===== config.mk =====
export PLATFORM = sky130hd
export DESIGN_NAME = backscatter_sequencer
export DESIGN_NICKNAME = d
export VERILOG_FILES = /design/src/rtl/backscatter_sequencer.sv
export SDC_FILE = /design/constraint.sdc
export NUM_CORES = 1
export LEC_CHECK = 0
export CAP_MARGIN = 20
export CORE_UTILIZATION = 35
export CTS_BUF_LIST = sky130_fd_sc_hd__clkbuf_2
export CTS_CLUSTER_DIAMETER = 60
export DETAILED_ROUTE_END_ITERATION = 16
export DONT_BUFFER_PORTS = 1
export GPL_TIMING_DRIVEN = 0
export PLACE_DENSITY_LB_ADDON = 0.15
export SLEW_MARGIN = 40
export SYNTH_ARGS = -nofsm -noshare
export SYNTH_HDL_FRONTEND = slang
export SYNTH_SLANG_ARGS = --single-unit

===== constraint.sdc =====
create_clock -name clock -period 5.4 [get_ports clock]
set_input_delay 1.08 -clock clock [delete_from_list [all_inputs] [get_ports clock]]
set_output_delay 1.08 -clock clock [all_outputs]
set_load 0.02 [all_outputs]

===== src/rtl/backscatter_sequencer.sv =====
// Packet-window sequencer: synchronizes the carrier-detect trigger and steps
// GUARD -> TONE -> DATA -> HOLDOFF, driving the shift-clock, modulator and RF-gate enables.
module backscatter_sequencer #(
  parameter int GUARD_CYCLES   = 200,
  parameter int TONE_CYCLES    = 1600,
  parameter int DATA_CYCLES    = 7040,
  parameter int HOLDOFF_CYCLES = 4000,
  parameter int CNT_W          = 24
) (
  input  logic       clock,
  input  logic       reset,
  input  logic       trigger_signal,
  input  logic       abort,
  output logic       six_hundred_khz_en,
  output logic       ten_mhz_en,
  output logic       modulator_en,
  output logic       rf_gate_en,
  output logic       busy,
  output logic       done_pulse,
  output logic [7:0] dropped_count
);

  localparam logic [2:0] ST_IDLE    = 3'd0;
  localparam logic [2:0] ST_GUARD   = 3'd1;
  localparam logic [2:0] ST_TONE    = 3'd2;
  localparam logic [2:0] ST_DATA    = 3'd3;
  localparam logic [2:0] ST_HOLDOFF = 3'd4;

  localparam logic [CNT_W-1:0] GUARD_LAST   = CNT_W'(GUARD_CYCLES - 1);
  localparam logic [CNT_W-1:0] TONE_LAST    = CNT_W'(TONE_CYCLES - 1);
  localparam logic [CNT_W-1:0] DATA_LAST    = CNT_W'(DATA_CYCLES - 1);
  localparam logic [CNT_W-1:0] HOLDOFF_LAST = CNT_W'(HOLDOFF_CYCLES - 1);

  logic             sync1_q, sync2_q, sync3_q;
  logic             trig_edge, trig_edge_q;
  logic [2:0]       state_q, state_d;
  logic [CNT_W-1:0] cnt_q, cnt_d;
  logic             last;
  logic             done_d;
  logic [7:0]       dropped_q, dropped_d;
  logic             six_q, ten_q, mod_q, rf_q, busy_q, done_q;

  assign trig_edge = sync2_q & ~sync3_q;

  always_comb begin
    state_d   = state_q;
    done_d    = 1'b0;
    last      = 1'b0;
    dropped_d = dropped_q;

    case (state_q)
      ST_GUARD:   last = (cnt_q == GUARD_LAST);
      ST_TONE:    last = (cnt_q == TONE_LAST);
      ST_DATA:    last = (cnt_q == DATA_LAST);
      ST_HOLDOFF: last = (cnt_q == HOLDOFF_LAST);
      default:    last = 1'b0;
    endcase

    // abort takes priority over a coinciding terminal count
    case (state_q)
      ST_IDLE:    if (trig_edge_q) state_d = ST_GUARD;
      ST_GUARD:   if (abort) state_d = ST_HOLDOFF; else if (last) state_d = ST_TONE;
      ST_TONE:    if (abort) state_d = ST_HOLDOFF; else if (last) state_d = ST_DATA;
      ST_DATA: begin
        if (abort) begin
          state_d = ST_HOLDOFF;
        end else if (last) begin
          state_d = ST_HOLDOFF;
          done_d  = 1'b1;
        end
      end
      ST_HOLDOFF: if (last) state_d = ST_IDLE;
      default:    state_d = ST_IDLE;
    endcase

    cnt_d = (state_d != state_q || state_q == ST_IDLE) ? '0 : cnt_q + 1'b1;

    if (trig_edge_q && state_q != ST_IDLE && dropped_q != 8'hFF)
      dropped_d = dropped_q + 8'd1;
  end

  // edge is registered once more so FSM and outputs both see the trigger 3 cycles late
  always_ff @(posedge clock) begin
    if (reset) begin
      sync1_q     <= 1'b0;
      sync2_q     <= 1'b0;
      sync3_q     <= 1'b0;
      trig_edge_q <= 1'b0;
      state_q     <= ST_IDLE;
      cnt_q       <= '0;
      dropped_q   <= '0;
      six_q       <= 1'b0;
      ten_q       <= 1'b0;
      mod_q       <= 1'b0;
      rf_q        <= 1'b0;
      busy_q      <= 1'b0;
      done_q      <= 1'b0;
    end else begin
      sync1_q     <= trigger_signal;
      sync2_q     <= sync1_q;
      sync3_q     <= sync2_q;
      trig_edge_q <= trig_edge;
      state_q     <= state_d;
      cnt_q       <= cnt_d;
      dropped_q   <= dropped_d;
      six_q       <= (state_d == ST_TONE) || (state_d == ST_DATA);
      ten_q       <= (state_d == ST_TONE);
      mod_q       <= (state_d == ST_DATA);
      rf_q        <= (state_d == ST_TONE) || (state_d == ST_DATA);
      busy_q      <= (state_d != ST_IDLE);
      done_q      <= done_d;
    end
  end

  assign six_hundred_khz_en = six_q;
  assign ten_mhz_en         = ten_q;
  assign modulator_en       = mod_q;
  assign rf_gate_en         = rf_q;
  assign busy               = busy_q;
  assign done_pulse         = done_q;
  assign dropped_count      = dropped_q;

endmodule


==> impl_metrics.ini <==
[outcome]
status = completed

[timing]
fin_setup_tns_ps = 0
unrepaired_setup_endpoints_after_global_routing = no
timing.slew.headroom_pct = 53.5
min_period_ps = 2340
final.hold.worst_slack_ps = 397
worst_slew_pin_slew_ps = 692
report.final.slew_viol_count = 0
period_share_pct = 43.3
setup_viol = 0
timing.final.hold_violations = 0
clock.fmax_mhz = 428
worst_slack_ps = 3060
timing.clock.skew_ps = 18.1

[setup_path]
crit_path_cell_trace = buf_4 -> inv_1 -> a2111oi_0 -> o22a_1 -> nand3_4 -> o21ai_4 -> buf_6 -> nor2_1
worst-endpoint-required_ps = 5730
crit_slowest_cell = sky130_fd_sc_hd__a2111oi_0
worst_ep_arrival_time_ps = 2660
biggest_cell_delay_along_the_critical_path_ps = 540
crit_path_end_kind = flip-flop
setup.worst_path.class = flip-flop to flip-flop
worst_setup_path_start_kind = flip-flop
critPathMaxFanout = 10
r2r_setup_slack_ps = 3060

[floorplan]
design.core.area_mm2 = 0.00564
fp-row-count = 27
io-pin-count = 18
fp.dieW_um = 79.5
initial_utilization_pct = 37.3
die-area_mm2 = 0.00633
dieHeight_um = 79.5

[grt]
grt_pass1_wl_um = 7110
antenna_found_initial = 0
sum_of_overflow_across_all_layers_after_global_routing = 0
pin_count_of_the_biggest_net_entering_global_routing = 14
grt.total_usage_pct = 14.5
number_of_global_route_vias_before_repair = 1497

[power_and_ir_drop]
netSwitchingPower_uw = 116
total_leakage_power_nw = 0.751
vdd_drop_max_v = 0.000107
p_sw_share_pct = 24.0
power.density_mw_per_mm2 = 214
power_frac_comb_pct = 3.4
power_report.internal_total_uw = 366
pwr-share-clk_pct = 28.2
share_seq_of_total_power_pct = 68.3
total_power_uw = 482

[routing]
postRouteWirelength_um = 4050
drt-vias-per-instance = 4.98
detailroute.wirelength.met3_um = 164
dr_wl_met2_um = 1620
drcViolationCount = 0
top_layer_used = met4
first_iter_violations = 126
m1WireLength_um = 2180
postRouteAntennaNets = 0
vias = 1597
dr.pass1.iters = 4
detail_route.wl_per_cell_um = 12.6

[clock_network]
postCtsSetupBuffers = 0
clkSlewWorstSetupHoldPaths_ps = 210
tritoncts = done
max-clock-path-buffers = 2
numCtsBuffers = 5
post_cts_hold_buffer_count = 0
cts.root.buffer_cell = sky130_fd_sc_hd__clkbuf_2
clkSinkCount = 44
clkLatencyLatePin_ps = 410
cts_resized = 0
cts_htree_levels = 2

[placed_design]
finalWeightedCongestion = 0.755
pre_cts_slack_ps = 3110
inst_count_dp = 313
placement.cell_area_mm2 = 0.00221
io_buffers = 0
hpwlAfterDp_um = 2950

[final_layout]
nNetsFinal = 254
antenna_cells_inserted = 0
final_cell_area_mm2 = 0.00225
postLayoutCoreUtil_pct = 39.9
syn2layout_area_growth_pct = 6.84
share_of_final_layout_standard_cells_stronger_than_drive_strength_1_pct = 10.0
final_instance_count_without_filler_cells = 321

[yosys]
netlist_top_cells_area = sky130_fd_sc_hd__dfxtp_1 (42%), sky130_fd_sc_hd__nor2_1 (7.1%), sky130_fd_sc_hd__xnor2_1 (5.8%)
synth_top_cell_by_area = sky130_fd_sc_hd__dfxtp_1
postSynth.asyncResetShare_pct = 0
synth_cells = 241
yosys-top-cells-count = sky130_fd_sc_hd__dfxtp_1 (44), sky130_fd_sc_hd__nor2_1 (40), sky130_fd_sc_hd__nand2_1 (19)
synth_seq_cells = 44
ys_seq_area_share_pct = 41.9
synth.most_common_cell = sky130_fd_sc_hd__dfxtp_1
mappedNetlistNets = 247
synth.distinct_cells = 46
yosys.area.top_type_share_pct = 41.9
synth-main-ff-cell = sky130_fd_sc_hd__dfxtp_1
synth-warning-count = 0
edff_count_synth = 0
synthesis.area_mm2 = 0.00210
synth.avg_cell_area_um2 = 8.73

[job]
timing.max_cap.violations = 0

[min_path]
hp-class = flip-flop to flip-flop
power groups by stage:
stage	combinational (mW)	sequential [mW]	clock (mW)
global route	0.0187	0.330	0.158
finish	0.0165	0.329	0.136
CTS	0.0167	0.329	0.145
detailed placement	0.0165	0.335	0
floorplan	0.0132	0.335	0
global placement	0.0167	0.335	0
critical path, delay by kind of cell, from the launching register on:
family	cells	cell delay, ps
simple gates	2	210
compound gates	3	1170
buf+inv	3	490
flops	1	390
state kept, by name, summed over array words and instances, names as in the netlist:
signal,flops
done_pulse,1
modulator_en,1
sync1_q,1
state_q,3
sync2_q,1
sync3_q,1
rf_gate_en,1
cnt_q,24
trig_edge_q,1
busy,1
ten_mhz_en,1
dropped_count,8
path summary, 6_finish.rpt:
check	start	endpoint	cells past startpoint
worst max-delay path	state_q[2]	cnt_q[17]	8
worst min-delay path	sync3_q	trig_edge_q	1
worst max register to register	state_q[2]	cnt_q[17]	8
worst min register to register	sync3_q	trig_edge_q	1
per-layer routing:
metal | vias up | GRT usage (%)
li1 | 843 | -
met2 | 29 | 20.4
met1 | 717 | 20.5
met4 | 0 | 7.09
met5 | - | 0
met3 | 8 | 3.20
area by class of cell:
type / count / area, um^2
Tap cell: 72 / 90.1
Buffer: 10 / 63.8
Sequential cell: 44 / 881
Clock inverter: 2 / 11.3
Multi-Input combinational cell: 179 / 1140
Fill cell: 584 / 3390
Clock buffer: 6 / 30.0
Inverter: 8 / 30.0
cells by family (layout without fill, tap and decap cells):
family / after synthesis / in the layout / share of synthesized area, %
flops: 44 / 44 / 41.9
simple gates: 118 / 118 / 29.5
mux: 4 / 4 / 1.90
fa+ha+maj: 2 / 2 / 1.19
xor+xnor: 27 / 27 / 11.2
buf+inv: 18 / 26 / 4.46
compound gates: 28 / 28 / 9.87
cells in the final DEF (no fill, tap or decap), drive strengths merged, types with 2 or more instances in the layout:
cell | netlist | routed
nand3 | 12 | 12
nand2 | 19 | 19
nor2 | 40 | 40
clkbuf | 5 | 11
ha | 2 | 2
a211oi | 2 | 2
nor4 | 5 | 5
o2111ai | 2 | 2
nor3 | 7 | 7
o21ai | 6 | 6
dfxtp | 44 | 44
nor2b | 6 | 6
mux2i | 4 | 4
and4 | 2 | 2
and3 | 5 | 5
nor3b | 2 | 2
nand2b | 3 | 3
xor2 | 13 | 13
inv | 8 | 8
a21oi | 11 | 11
xnor2 | 14 | 14
or3 | 4 | 4
nand4 | 5 | 5
buf | 5 | 5
and2 | 2 | 2
No activity file was read; power rests on OpenSTA's default activity.
